==> config.mk <==
export PLATFORM = sky130hd
export DESIGN_NAME = noc_packetizer
export DESIGN_NICKNAME = d
export VERILOG_FILES = /design/src/rtl/noc_pkg.sv /design/src/rtl/noc_packetizer.sv
export SDC_FILE = /design/constraint.sdc
export NUM_CORES = 1
export LEC_CHECK = 0
export CORE_MARGIN = 2
export CORE_UTILIZATION = 25
export CTS_CLUSTER_SIZE = 40
export DETAILED_ROUTE_END_ITERATION = 6
export PLACE_DENSITY = 0.53
export SYNTH_ARGS = -nofsm -noshare
export SYNTH_HDL_FRONTEND = slang
export SYNTH_SLANG_ARGS = --single-unit
export TNS_END_PERCENT = 1
==> constraint.sdc <==
create_clock -name clk -period 2.1 [get_ports clk]
set_input_delay 0.63 -clock clk [delete_from_list [all_inputs] [get_ports clk]]
set_output_delay 0.63 -clock clk [all_outputs]
set_load 0.05 [all_outputs]
==> src/rtl/noc_pkg.sv <==
// -----------------------------------------------------------------------------
// noc_pkg
//   Shared types for the NoC: flit format, destination address, the control
//   header carried by HEADER flits, port directions, the packetizer FSM state
//   and the width constants every NoC block is built against.
//   No ports (package).
// -----------------------------------------------------------------------------
package noc_pkg;

    localparam int NOC_FLIT_DATA_W = 32;
    localparam int NOC_ADDR_X_W    = 4;
    localparam int NOC_ADDR_Y_W    = 4;
    localparam int NOC_LEN_W       = 8;

    typedef enum logic {
        HEADER = 1'b0,
        TAIL   = 1'b1
    } flit_type_t;

    typedef struct packed {
        flit_type_t                 flit_type;
        logic [NOC_FLIT_DATA_W-1:0] payload;
    } flit_t;

    typedef struct packed {
        logic [NOC_ADDR_X_W-1:0] x;
        logic [NOC_ADDR_Y_W-1:0] y;
    } addr_t;

    typedef struct packed {
        addr_t                dst_addr;
        logic [NOC_LEN_W-1:0] tail_length;
    } control_hdr_t;

    typedef enum logic [1:0] {
        NORTH,
        SOUTH,
        EAST,
        WEST
    } direction_t;

    typedef enum logic [1:0] {
        PKT_IDLE,
        PKT_HEAD,
        PKT_BODY
    } pkt_state_t;

    // Builds a HEADER flit; the control header sits zero-extended in the
    // low bits of the payload.
    function automatic flit_t make_header(input addr_t dst,
                                          input logic [NOC_LEN_W-1:0] len);
        control_hdr_t hdr;
        flit_t        f;
        hdr.dst_addr    = dst;
        hdr.tail_length = len;
        f.flit_type     = HEADER;
        f.payload       = NOC_FLIT_DATA_W'(hdr);
        return f;
    endfunction

endpackage

==> src/rtl/noc_packetizer.sv <==
// -----------------------------------------------------------------------------
// noc_packetizer
//   Network-interface injector feeding a node's local input port. Takes one
//   send request (destination x/y, body length) and the matching stream of
//   payload words, and emits one wormhole packet: a HEADER flit followed by
//   exactly req_len TAIL flits, on the node port's enable/ack handshake.
//
//   Ports
//     clk, rst             clock (rising edge), synchronous active-high reset
//     req_valid/req_ready  send request handshake (accepted only when idle)
//     req_dst_x/req_dst_y  destination address
//     req_len              number of body words (0 = header-only packet)
//     data_valid/ready     payload word handshake
//     data_word            payload word
//     out_flit/out_enable  registered flit toward the node port
//     out_ack              downstream takes the flit at this edge
//     busy                 packet in progress
// -----------------------------------------------------------------------------
module noc_packetizer
    import noc_pkg::*;
#(
    parameter int FLIT_DATA_W = NOC_FLIT_DATA_W,
    parameter int ADDR_X_W    = NOC_ADDR_X_W,
    parameter int ADDR_Y_W    = NOC_ADDR_Y_W,
    parameter int LEN_W       = NOC_LEN_W
) (
    input  logic                   clk,
    input  logic                   rst,
    input  logic                   req_valid,
    output logic                   req_ready,
    input  logic [ADDR_X_W-1:0]    req_dst_x,
    input  logic [ADDR_Y_W-1:0]    req_dst_y,
    input  logic [LEN_W-1:0]       req_len,
    input  logic                   data_valid,
    output logic                   data_ready,
    input  logic [FLIT_DATA_W-1:0] data_word,
    output flit_t                  out_flit,
    output logic                   out_enable,
    input  logic                   out_ack,
    output logic                   busy
);

    // The port types come from noc_pkg, so the parameters must agree with it,
    // and the control header has to fit inside one flit payload.
    if (ADDR_X_W + ADDR_Y_W + LEN_W > FLIT_DATA_W) begin : g_hdr_fit_check
        $error("noc_packetizer: control header does not fit in flit payload");
    end
    if (FLIT_DATA_W != NOC_FLIT_DATA_W || ADDR_X_W != NOC_ADDR_X_W ||
        ADDR_Y_W != NOC_ADDR_Y_W || LEN_W != NOC_LEN_W) begin : g_pkg_match_check
        $error("noc_packetizer: parameters disagree with noc_pkg widths");
    end

    pkt_state_t       state;
    logic [LEN_W-1:0] remaining;
    logic             out_xfer;
    addr_t            req_dst;

    assign out_xfer = out_enable && out_ack;
    assign req_dst  = '{x: req_dst_x, y: req_dst_y};

    // NOTE: handshake readies are combinational from registered state so a
    // request/word is taken in the same cycle it is offered; gating with rst
    // keeps them low while reset is being applied.
    assign req_ready  = (state == PKT_IDLE) && !rst;

    // One-deep output pipeline: a new word may be captured whenever the
    // output register is empty or is being emptied this edge. Once the last
    // word is captured (remaining hits 0) no further words are taken.
    assign data_ready = (state == PKT_BODY) && (remaining != '0) &&
                        (!out_enable || out_ack) && !rst;

    assign busy = (state != PKT_IDLE) || out_enable;

    // NOTE: all state is updated with non-blocking assignments so every
    // register samples the pre-edge values of the others.
    always_ff @(posedge clk) begin
        if (rst) begin
            state      <= PKT_IDLE;
            remaining  <= '0;
            out_flit   <= '0;
            out_enable <= 1'b0;
        end else begin
            case (state)
                PKT_IDLE: begin
                    if (req_valid && req_ready) begin
                        remaining  <= req_len;
                        out_flit   <= make_header(req_dst, req_len);
                        out_enable <= 1'b1;
                        state      <= PKT_HEAD;
                    end
                end

                PKT_HEAD: begin
                    // out_enable is always set here; the header leaves on ack.
                    if (out_ack) begin
                        out_enable <= 1'b0;
                        state      <= (remaining == '0) ? PKT_IDLE : PKT_BODY;
                    end
                end

                PKT_BODY: begin
                    if (data_valid && data_ready) begin
                        // data_ready implies remaining != 0, so no wrap.
                        out_flit   <= '{flit_type: TAIL, payload: data_word};
                        out_enable <= 1'b1;
                        remaining  <= remaining - LEN_W'(1);
                    end else if (out_xfer) begin
                        out_enable <= 1'b0;
                        if (remaining == '0) begin
                            state <= PKT_IDLE;
                        end
                    end
                end

                default: begin
                    state      <= PKT_IDLE;
                    out_enable <= 1'b0;
                end
            endcase
        end
    end

endmodule

==> insert_results.sql, run 1 <==
INSERT INTO impl_metrics (metric_group, metric, value, unit) VALUES
('synthesis', 'synthesis.area', '0.002163', 'sq mm'),
('cts', 'hold_buffers', '0', ''),
('pwr', 'share_comb_of_total_power', '33.0', '%'),
('sta', 'timing.final.max_slew_violations', '0', ''),
('synthesis', 'synthesized_net_count', '300', ''),
('setup_path', 'critical_path.max_fanout', '3', ''),
('worst_hold_path', 'worst_hold_path.endpoint', 'out_flit[22]', ''),
('grt', 'wire_length_of_the_first_global_routing_pass', '10160', 'um'),
('setup_path', 'timing.critical_path.required', '1.47', 'ns'),
('grt', 'number_of_antenna_violations_at_the_first_check_in_global_routing', '0', ''),
('pwr', 'power.switching_fraction', '33.94', '%'),
('routing', 'via_count', '2138', ''),
('worst_hold_path', 'min_delay_path_depth', '2', ''),
('layout', 'area_growth_syn_to_layout', '59.34', '%'),
('layout', 'num-nets-final', '407', ''),
('layout', 'drive_above_1_share', '24.43', '%'),
('routing', 'drc_errors', '0', ''),
('synthesis', 'synth.top_cell.area_share', '40.72', '%'),
('synthesis', 'synth_cells', '245', ''),
('setup_path', 'worst_setup_start_kind', 'register', ''),
('pwr', 'cellLeakagePower', '0.001550', 'uW'),
('floorplanning', 'placeableCoreArea', '0.008299', 'sq mm'),
('cts', 'clock_sink_count', '44', ''),
('routing', 'drtPass1Iterations', '4', ''),
('sta', 'final.setup_skew', '0.003692', 'ns'),
('grt', 'grt_pass1_vias', '2114', ''),
('routing', 'drt_iter0_drc', '57', ''),
('floorplanning', 'num_io_pins', '90', ''),
('pwr', 'clkPwrFrac', '23.6', '%'),
('floorplanning', 'die_w', '97.03', 'um'),
('pwr', 'vdd_drop_max', '278.4', 'uV'),
('cts', 'clock_insertion_delay_worst_skew', '0.29', 'ns'),
('cts', 'root_buffer', 'sky130_fd_sc_hd__clkbuf_8', ''),
('synthesis', 'yosys_warnings', '0', ''),
('layout', 'final_cell_area', '0.003447', 'sq mm'),
('placement', 'placement.cell_area', '0.003309', 'sq mm'),
('routing', 'drt_wl_total', '6074', 'um'),
('setup_path', 'rr_startpoint', 'state[1]', ''),
('grt', 'grt.total_usage', '12.82', '%'),
('synthesis', 'yosys.cell_types.count', '45', ''),
('routing', 'route.antenna.remaining_nets', '0', ''),
('setup_path', 'end_kind', 'primary output', ''),
('floorplanning', 'start_util', '26.07', '%'),
('grt', 'grt_start_max_net_pins', '21', ''),
('sta', 'timing_hold_violations_final', '0', ''),
('placement', 'detailed_place_hpwl', '4575', 'um'),
('setup_path', 'regToRegEndpoint', 'out_flit[13]', ''),
('worst_hold_path', 'min_from', 'out_flit[22]', ''),
('sta', 'fin_tns_setup', '0', 'ns'),
('synthesis', 'synth_sequential_area_ratio', '40.72', '%'),
('placement', 'count_of_port_buffers_added_during_placement', '89', ''),
('floorplanning', 'die-area', '0.009414', 'sq mm'),
('sta', 'post_route_clock_period_utilization', '98.51', '%'),
('worst_hold_path', 'hold_path_class', 'register to register', ''),
('layout', 'utilization', '41.53', '%'),
('floorplanning', 'row_count', '33', ''),
('sta', 'achievable-frequency', '483.4', 'MHz'),
('sta', 'tightestPinTransition', '0.5157', 'ns'),
('layout', 'number_of_inserted_diodes', '0', ''),
('layout', 'layout.cells.non_filler', '457', ''),
('outcome', 'status', 'completed', ''),
('cts', 'clk_pin_slew', '0.08', 'ns'),
('run', 'drv.max_cap_violation_count', '0', ''),
('setup_path', 'path_class', 'register to primary output', ''),
('sta', 'final.min_clock_period', '2.069', 'ns'),
('pwr', 'switching_power', '733.9', 'uW'),
('layout', 'n_fill_cell', '837', ''),
('cts', 'htree_levels', '2', ''),
('synthesis', 'postSynthAreaPerCell', '8.830', 'sq um'),
('cts', 'longest_clk_path_bufs', '2', ''),
('synthesis', 'synthTopCellsByArea', 'sky130_fd_sc_hd__dfxtp_1 41%, sky130_fd_sc_hd__nand3_1 8.3%, sky130_fd_sc_hd__mux2i_1 7.9%', '');
-- cell type report --
cell class	instances	area [sq um]	area share, %
Tap cell	105	131.4	3.811
Clock inverter	1	5.005	0.1452
Timing Repair Buffer	118	1139	33.03
Multi-Input combinational cell	177	1191	34.56
Inverter	6	22.52	0.6534
Sequential cell	44	885.9	25.70
Clock buffer	6	72.57	2.105
-- registers in the layout (all words and copies together) (netlist names) --
| name | count |
|---|---|
| state | 2 |
| remaining | 8 |
| out_enable | 1 |
| out_flit | 33 |
-- layout by cell type, fill, tap and decap left out, types with 5 or more instances in the layout --
master                            count
sky130_fd_sc_hd__buf_4               48
sky130_fd_sc_hd__buf_12               6
sky130_fd_sc_hd__dfxtp_1             40
sky130_fd_sc_hd__mux2i_1             17
sky130_fd_sc_hd__o21ai_1             16
sky130_fd_sc_hd__dlymetal6s2s_1       7
sky130_fd_sc_hd__clkbuf_8             5
sky130_fd_sc_hd__clkdlybuf4s50_1     55
sky130_fd_sc_hd__nand3_1             36
sky130_fd_sc_hd__nand2_1             37
sky130_fd_sc_hd__o211ai_1             9
sky130_fd_sc_hd__nand2b_1            10
-- worst max path at each step --
stage	startpoint	end	slack [ns]	cells past startpoint
after CTS	out_flit[24]	out_flit[24]	0.007	1
after detailed placement	rst	out_flit[9]	-0.34	6
final	remaining[0]	data_ready	0.03	5
after global routing	remaining[0]	data_ready	-0.05	5
after global placement	rst	out_flit[12]	-0.30	6
after floorplan	rst	data_ready	-0.22	3
-- cells in the mapped netlist (all sizes together) --
cell / count
nand3: 37
nand4: 2
or3b: 1
o31a: 1
nor3b: 2
ha: 2
nand2: 38
nor2b: 1
or3: 2
a31oi: 2
mux2i: 17
and3: 2
a22oi: 2
inv: 6
o31ai: 1
buf: 13
clkbuf: 5
and4: 1
nor3: 4
o21ai: 20
dfxtp: 44
a21o: 1
o2111ai: 1
a21oi: 2
nor4b: 2
o211ai: 13
a211oi: 1
o41a: 1
and2: 1
nor4bb: 1
nor2: 5
a211o: 2
nor4: 1
nand2b: 11
-- worst max-delay path, stage by stage, from the launching register on --
cell and delay [ns]:
sky130_fd_sc_hd__dfxtp_2 0.34, sky130_fd_sc_hd__inv_2 0.05, sky130_fd_sc_hd__ha_4 0.15, sky130_fd_sc_hd__and3_4 0.16, sky130_fd_sc_hd__nor4b_4 0.26, sky130_fd_sc_hd__buf_12 0.18
-- metal layers --
layer | wire, um | part of all wire [%] | GRT usage, %
met5 | 0 | 0 | 0
met4 | 55 | 0.91 | 2.384
met3 | 402 | 6.6 | 4.335
met2 | 2715 | 45 | 20.62
met1 | 2900 | 48 | 16.87
-- per-stage QoR --
step / power (uW) / hold WS, ns / worst slack (ns)
5_1_grt: 2279 / 0.4752 / -0.04808
6_report: 2162 / 0.4528 / 0.03133
2_1_floorplan: 1364 / 0.4887 / -0.2168
4_1_cts: 2187 / 0.4561 / 0.006653
3_3_place_gp: 1658 / 0.4358 / -0.3046
3_5_place_dp: 1658 / 0.4444 / -0.3446
-- power by group through the flow --
stage | Sequential, uW | Combinational, uW | Clock, uW
2_1_floorplan | 1080 | 287 | 0
3_3_place_gp | 954 | 704 | 0
3_5_place_dp | 954 | 704 | 0
4_1_cts | 938 | 719 | 530
5_1_grt | 948 | 766 | 565
6_report | 939 | 713 | 509
-- cell families after synthesis --
| family | synth area share (%) |
|---|---|
| and+or+nand+nor | 28.22 |
| AOI/OAI and AO/OA | 15.50 |
| DFF | 40.72 |
| buffers and inverters | 6.535 |
| muxes | 7.866 |
| adders and majority gates | 1.157 |
-- repair_timing --
action / 4_1_cts / 5_1_grt
resized for setup: 15 / 8
pin swaps: 2 / 0
setup buffers: 1 / 0
endpoints found under the setup margin: 11 / 8
No activity file was read; power rests on OpenSTA's default activity.
==> run 2: changes to the inputs <==
- CAP_MARGIN: not set -> 40
- CORE_ASPECT_RATIO: not set -> 0.7
- CTS_CLUSTER_SIZE: 40 -> 25
==> run 2 against run 1 <==
Global-route usage up 0.97 points; critical path depth unchanged; largest power group is now clock; power up 21%; hold slack worse by 0.0032 ns; final cell count up 4.2%; wire length up 6.4%; critical endpoint unchanged; maximum frequency up 0.23%; highest routed layer unchanged.
==> insert_results.sql, run 2 (same netlist as run 1, synthesis figures left out) <==
INSERT INTO impl_metrics (metric_group, metric, value, unit) VALUES
('floorplanning', 'start_util', '25.62', '%'),
('sta', 'rsz0062_at_grt', 'true', ''),
('sta', 'final.hold.worst_slack', '0.4496', 'ns'),
('setup_path', 'timing.critical_path.arrival', '1.43', 'ns'),
('grt', 'wire_length_of_the_first_global_routing_pass', '10210', 'um'),
('routing', 'route.antenna.remaining_nets', '0', ''),
('pwr', 'power-per-cell-area', '730.3', 'mW/mm^2'),
('routing', 'via_count', '2170', ''),
('layout', 'multiInputGateArea', '0.001186', 'sq mm'),
('layout', 'final_cell_area', '0.003575', 'sq mm'),
('cts', 'root_buffer', 'sky130_fd_sc_hd__clkbuf_16', ''),
('routing', 'drt_iter0_drc', '87', ''),
('sta', 'final.setup_skew', '0.007845', 'ns'),
('routing', 'drt_wl_total', '6464', 'um'),
('sta', 'maxSlewHeadroom', '67.09', '%'),
('floorplanning', 'placeableCoreArea', '0.008443', 'sq mm'),
('routing', 'drc_errors', '0', ''),
('setup_path', 'path_class', 'register to primary output', ''),
('layout', 'seqCellArea', '885.9', 'sq um'),
('run', 'drv.max_cap_violation_count', '0', ''),
('grt', 'grt_pass1_vias', '2004', ''),
('floorplanning', 'die-area', '0.009426', 'sq mm'),
('layout', 'area_growth_syn_to_layout', '65.24', '%'),
('cts', 'clk_pin_slew', '0.06', 'ns'),
('grt', 'grt.total_usage', '13.79', '%'),
('setup_path', 'critical_path.max_fanout', '3', ''),
('placement', 'detailed_place_hpwl', '4853', 'um'),
('floorplanning', 'row_count', '28', ''),
('sta', 'achievable-frequency', '484.5', 'MHz'),
('placement', 'placement.cell_area', '0.003366', 'sq mm'),
('sta', 'post_route_clock_period_utilization', '98.28', '%'),
('floorplanning', 'num_io_pins', '90', ''),
('cts', 'clock_insertion_delay_worst_skew', '0.29', 'ns'),
('worst_hold_path', 'hold_path_class', 'register to register', ''),
('floorplanning', 'die_height', '81.83', 'um'),
('routing', 'avgRoutedWirePerCell', '13.58', 'um'),
('setup_path', 'end_kind', 'primary output', ''),
('placement', 'last_weighted_congestion_value_of_the_routability_driven_placer', '0.8483', ''),
('grt', 'grt_start_max_net_pins', '18', ''),
('layout', 'number_of_inserted_diodes', '0', ''),
('routing', 'drtPass1Iterations', '4', ''),
('setup_path', 'crit_path_top_delay_cell', 'sky130_fd_sc_hd__dfxtp_2', ''),
('grt', 'number_of_antenna_violations_at_the_first_check_in_global_routing', '0', ''),
('setup_path', 'critical_path.cell_chain', 'inv_2, ha_4, and3_4, nor4b_4, buf_12', ''),
('layout', 'layout.cells.most_common', 'sky130_fd_sc_hd__clkdlybuf4s50_1', ''),
('cts', 'longest_clk_path_bufs', '2', ''),
('pwr', 'vdd_drop_max', '311.7', 'uV'),
('layout', 'n_fill_cell', '851', ''),
('layout', 'most-common-layout-cells', '58 x sky130_fd_sc_hd__clkdlybuf4s50_1, 53 x sky130_fd_sc_hd__buf_4, 40 x sky130_fd_sc_hd__dfxtp_1', ''),
('floorplanning', 'die_w', '115.2', 'um'),
('grt', 'remaining_global_route_overflow', '0', ''),
('sta', 'final.min_clock_period', '2.064', 'ns'),
('layout', 'num-nets-final', '410', ''),
('pwr', 'cellLeakagePower', '0.001499', 'uW'),
('setup_path', 'crit_path_max_incr_delay', '0.34', 'ns'),
('cts', 'tritoncts', 'done', ''),
('pwr', 'tot_pwr', '2610', 'uW'),
('layout', 'reg.largest.list', 'out_flit x33, remaining x8, state x2', ''),
('routing', 'via_per_inst', '4.559', ''),
('cts', 'clock_sink_count', '44', ''),
('setup_path', 'worst_setup_start_kind', 'register', ''),
('setup_path', 'timing.critical_path.required', '1.47', 'ns'),
('cts', 'htree_levels', '2', ''),
('sta', 'tightestPinTransition', '0.4922', 'ns'),
('layout', 'largest_register_ffs', '33', ''),
('cts', 'cts_made_buffers', '5', ''),
('placement', 'count_of_port_buffers_added_during_placement', '89', ''),
('layout', 'largest_register', 'out_flit', ''),
('sta', 'timing.final.max_slew_violations', '0', ''),
('sta', 'setup_viol_count_final', '0', ''),
('outcome', 'status', 'completed', ''),
('layout', 'drive_above_1_share', '26.40', '%'),
('sta', 'timing_hold_violations_final', '0', '');
run 2: cell types whose count changed in the layout (fill, tap and decap cells not counted), moves of 2 or more:
| cell | change |
|---|---|
| sky130_fd_sc_hd__clkdlybuf4s50_1 | +3 |
| sky130_fd_sc_hd__clkbuf_16 | +5 |
| sky130_fd_sc_hd__dlymetal6s2s_1 | -7 |
| sky130_fd_sc_hd__buf_12 | +2 |
| sky130_fd_sc_hd__clkbuf_8 | -4 |
| sky130_fd_sc_hd__buf_4 | +5 |
run 2: metal layers:
metal / GRT usage (%) / vias up / wire length (um)
li1: - / 1098 / -
met1: 20.21 / 1019 / 3255
met4: 4.337 / 0 / 51
met5: 0 / - / 0
met2: 20.18 / 46 / 2835
met3: 2.804 / 7 / 321
run 2: worst paths after layout:
path	startpoint	to	slack, ns	cells after the start
setup reg to reg	remaining[2]	remaining[1]	0.56	6
hold / removal	out_flit[25]	out_flit[25]	0.45	2
setup / recovery	remaining[0]	data_ready	0.04	5
hold reg to reg	out_flit[25]	out_flit[25]	0.45	2
run 2: timing repair:
item                                    4_1_cts  5_1_grt
endpoints found under the setup margin        2        1
pin swaps                                     2        2
gates resized for setup                      12        4
hold buffers                                  0        0
buffers inserted                              2        0
run 2: stage by stage:
stage               TNS (ns)  utilization (%)  std cells  setup slack (ns)
floorplan            -0.2168                -        245           -0.2168
global placement      -7.374            39.86        467           -0.2465
detailed placement    -7.585            39.86        467           -0.2720
CTS                 -0.02511            42.41        477          -0.02511
global route        -0.02621            42.34        476          -0.02621
finish                     0            42.34        476           0.03605
run 2: layout make-up:
| cell class | count | share of cell area, % |
|---|---|---|
| inverter | 6 | 0.6300 |
| clock buffer | 6 | 3.885 |
| sequential | 44 | 24.78 |
| tap | 120 | 4.200 |
| timing repair buffer | 121 | 32.24 |
| clock inverter | 2 | 1.085 |
| multi-input combinational | 177 | 33.18 |
run 2: power by group:
group	leakage, uW	internal [uW]	switching [uW]
logic	0.00105	318	414
clock network	0.0000871	596	345
registers	0.000361	892	44.3
run 2: worst max-delay path: cells and delay by family (launching register included):
family	cells	cell delay, ns
buffers and inverters	2	0.24
adder cells (fa/ha/maj)	1	0.15
AND/OR/NAND/NOR	2	0.42
flip-flops	1	0.34
==> run 3: changes to the inputs <==
- CTS_BUF_LIST: not set -> sky130_fd_sc_hd__clkbuf_8
==> run 3 against run 2 <==
Power down 9.0%; core utilization is 0.25 points lower; non-clock buffer count is 1 higher; flip-flop and latch count unchanged; critical path depth decreased by 1; first-iteration DRC count increased by 6.9%; final cell count is 0.21% higher; register-to-register slack about the same; design area fell by 0.60%; setup slack worse by 0.040 ns; the flow now finishes with violations (negative setup slack).
==> insert_results.sql, run 3 (same netlist as run 1, synthesis figures left out) <==
INSERT INTO impl_metrics (metric_group, metric, value, unit) VALUES
('setup_path', 'startpoint', 'out_ack', ''),
('routing', 'drt_wl_total', '6410', 'um'),
('outcome', 'violations_in_the_final_reports', 'negative setup slack', ''),
('setup_path', 'critical_path.cell_chain', 'dlygate4sd2_1, nand2b_4, nor4b_4, buf_12', ''),
('worst_hold_path', 'hold_path_class', 'register to register', ''),
('layout', 'reg.largest.list', 'out_flit x33, remaining x8, state x2', ''),
('sta', 'timing.final.max_slew_violations', '0', ''),
('run', 'drv.max_cap_violation_count', '0', ''),
('routing', 'drtPass1Iterations', '4', ''),
('setup_path', 'timing.critical_path.required', '1.47', 'ns'),
('layout', 'layout.cells.non_filler', '477', ''),
('floorplanning', 'die-area', '0.009426', 'sq mm'),
('grt', 'grt_start_max_net_pins', '18', ''),
('routing', 'via_per_inst', '4.482', ''),
('cts', 'root_buffer', 'sky130_fd_sc_hd__clkbuf_8', ''),
('sta', 'final.min_clock_period', '2.104', 'ns'),
('setup_path', 'worst_setup_start_kind', 'input pin', ''),
('setup_path', 'critical_path_stages', '4', ''),
('grt', 'number_of_antenna_violations_at_the_first_check_in_global_routing', '0', ''),
('cts', 'clock_insertion_delay_worst_skew', '0.31', 'ns'),
('placement', 'pre_cts_slack', '-0.2720', 'ns'),
('layout', 'num-nets-final', '411', ''),
('placement', 'count_of_port_buffers_added_during_placement', '89', ''),
('outcome', 'status', 'finished with violations', ''),
('layout', 'utilization', '42.09', '%'),
('floorplanning', 'start_util', '25.62', '%'),
('layout', 'number_of_inserted_diodes', '0', ''),
('routing', 'drc_errors', '0', ''),
('layout', 'area_growth_syn_to_layout', '64.26', '%'),
('setup_path', 'regToRegEndpoint', 'remaining[1]', ''),
('setup_path', 'cp_top_family', 'buffers and inverters', ''),
('setup_path', 'timing.critical_path.arrival', '1.47', 'ns'),
('grt', 'remaining_global_route_overflow', '0', ''),
('setup_path', 'rr_worst_depth', '6', ''),
('sta', 'setup_viol_count_final', '1', ''),
('layout', 'largest_register_ffs', '33', ''),
('routing', 'via_count', '2138', ''),
('pwr', 'tot_pwr', '2375', 'uW'),
('cts', 'hold_buffers', '0', ''),
('layout', 'largest_register', 'out_flit', ''),
('cts', 'tritoncts', 'done', ''),
('setup_path', 'worst-r2r-setup-slack', '0.56', 'ns'),
('pwr', 'power-per-cell-area', '668.4', 'mW/mm^2'),
('sta', 'postLayoutSetupSlackWorst', '-0.004016', 'ns'),
('setup_path', 'critPathCapture', 'data_ready', ''),
('placement', 'dpl.cell_count', '467', ''),
('sta', 'post_route_clock_period_utilization', '100.2', '%'),
('setup_path', 'crit_path_top_delay_cell', 'sky130_fd_sc_hd__dlygate4sd2_1', ''),
('sta', 'rsz0062_at_grt', 'true', ''),
('placement', 'detailed_place_hpwl', '4853', 'um'),
('cts', 'cts_made_buffers', '5', ''),
('layout', 'most-common-layout-cells', '53 x sky130_fd_sc_hd__buf_4, 50 x sky130_fd_sc_hd__clkdlybuf4s50_1, 40 x sky130_fd_sc_hd__dfxtp_1', ''),
('setup_path', 'end_kind', 'primary output', ''),
('routing', 'route.antenna.remaining_nets', '0', ''),
('setup_path', 'crit_path_max_incr_delay', '0.28', 'ns'),
('sta', 'achievable-frequency', '475.3', 'MHz'),
('sta', 'maxSlewHeadroom', '66.36', '%'),
('routing', 'avgRoutedWirePerCell', '13.44', 'um'),
('grt', 'grt_pass1_vias', '2003', ''),
('floorplanning', 'num_io_pins', '90', ''),
('layout', 'n_fill_cell', '850', ''),
('grt', 'wire_length_of_the_first_global_routing_pass', '10190', 'um'),
('sta', 'tightestPinTransition', '0.5038', 'ns'),
('setup_path', 'path_class', 'input pin to primary output', ''),
('pwr', 'cellLeakagePower', '0.001629', 'uW'),
('cts', 'clock_sink_count', '44', ''),
('routing', 'drt_iter0_drc', '93', ''),
('sta', 'fin_tns_setup', '-0.004016', 'ns'),
('setup_path', 'critical_path.max_fanout', '5', ''),
('cts', 'longest_clk_path_bufs', '2', ''),
('setup_path', 'rr_startpoint', 'remaining[2]', ''),
('sta', 'timing_hold_violations_final', '0', ''),
('placement', 'last_weighted_congestion_value_of_the_routability_driven_placer', '0.8483', ''),
('floorplanning', 'placeableCoreArea', '0.008443', 'sq mm'),
('pwr', 'vdd_drop_max', '336.5', 'uV'),
('floorplanning', 'die_height', '81.83', 'um'),
('floorplanning', 'die_w', '115.2', 'um'),
('layout', 'layout.cells.most_common', 'sky130_fd_sc_hd__buf_4', ''),
('setup_path', 'crit_buf_inv', '2', ''),
('floorplanning', 'row_count', '28', ''),
('cts', 'clk_pin_slew', '0.09', 'ns'),
('grt', 'grt.total_usage', '13.79', '%'),
('sta', 'final.setup_skew', '0.009205', 'ns'),
('layout', 'drive_above_1_share', '26.33', '%'),
('cts', 'htree_levels', '2', '');
-- run 3: cell count changes in the layout (fill, tap and decap cells not counted) --
cell                              previous run  this run
sky130_fd_sc_hd__buf_6                       0         1
sky130_fd_sc_hd__clkbuf_16                   5         0
sky130_fd_sc_hd__clkbuf_2                    1         0
sky130_fd_sc_hd__clkbuf_8                    1         6
sky130_fd_sc_hd__clkdlybuf4s50_1            58        50
sky130_fd_sc_hd__dlygate4sd2_1               1         2
sky130_fd_sc_hd__dlymetal6s2s_1              0         8
-- run 3: worst reg2reg max path, cell delays in order, from the launching register on --
cell and delay (ns):
sky130_fd_sc_hd__dfxtp_2 0.36, sky130_fd_sc_hd__nor3_4 0.21, sky130_fd_sc_hd__buf_4 0.18, sky130_fd_sc_hd__nand3_2 0.13, sky130_fd_sc_hd__buf_4 0.23, sky130_fd_sc_hd__and3_1 0.18
sky130_fd_sc_hd__o21ai_0 0.16
-- run 3: report_power, final --
| part | internal [uW] | switching, uW |
|---|---|---|
| Combinational | 320 | 413 |
| Clock | 390 | 317 |
| Sequential | 892 | 43.8 |
| Total | 1600 | 774 |
-- run 3: timing repair --
| action | in CTS | in global routing |
|---|---|---|
| pin swaps | 2 | 2 |
| gates resized for setup | 12 | 10 |
| hold endpoints to repair | 0 | 0 |
| buffers inserted | 2 | 0 |
| setup endpoints to repair | 2 | 9 |
| gates cloned | 0 | 0 |
-- run 3: through the flow --
step	cell area (sq um)	hold WS, ns
after floorplan	2183	0.4887
after global placement	3366	0.4365
after detailed placement	3366	0.4437
after CTS	3525	0.4578
after global routing	3553	0.4704
final	3553	0.4537
-- run 3: worst min path at each step --
stage | slack, ns | end | cells past startpoint | from
detailed placement | 0.44 | out_flit[25] | 2 | out_flit[25]
CTS | 0.46 | out_flit[17] | 2 | out_flit[17]
global route | 0.47 | out_flit[29] | 2 | out_flit[29]
global placement | 0.44 | out_flit[28] | 2 | out_flit[28]
floorplan | 0.49 | remaining[5] | 2 | remaining[5]
finish | 0.45 | out_flit[17] | 2 | out_flit[17]
-- run 3: metal layers --
metal / up-vias / routed length [um] / track usage, %
met5: - / 0 / 0
met4: 0 / 42 / 3.976
met3: 4 / 273 / 3.026
met2: 42 / 2875 / 20.35
met1: 996 / 3217 / 20.07
li1: 1096 / - / -
-- run 3: final cells by class --
class                   instances  area, sq um  share of cell area (%)
inverters                       6        22.52                  0.6338
repair buffers                122         1187                   33.42
clock inverters                 2        38.79                   1.092
multi-input cells             177         1186                   33.38
well taps                     120        150.1                   4.225
clock buffers                   6        82.58                   2.324
flip-flops and latches         44        885.9                   24.93
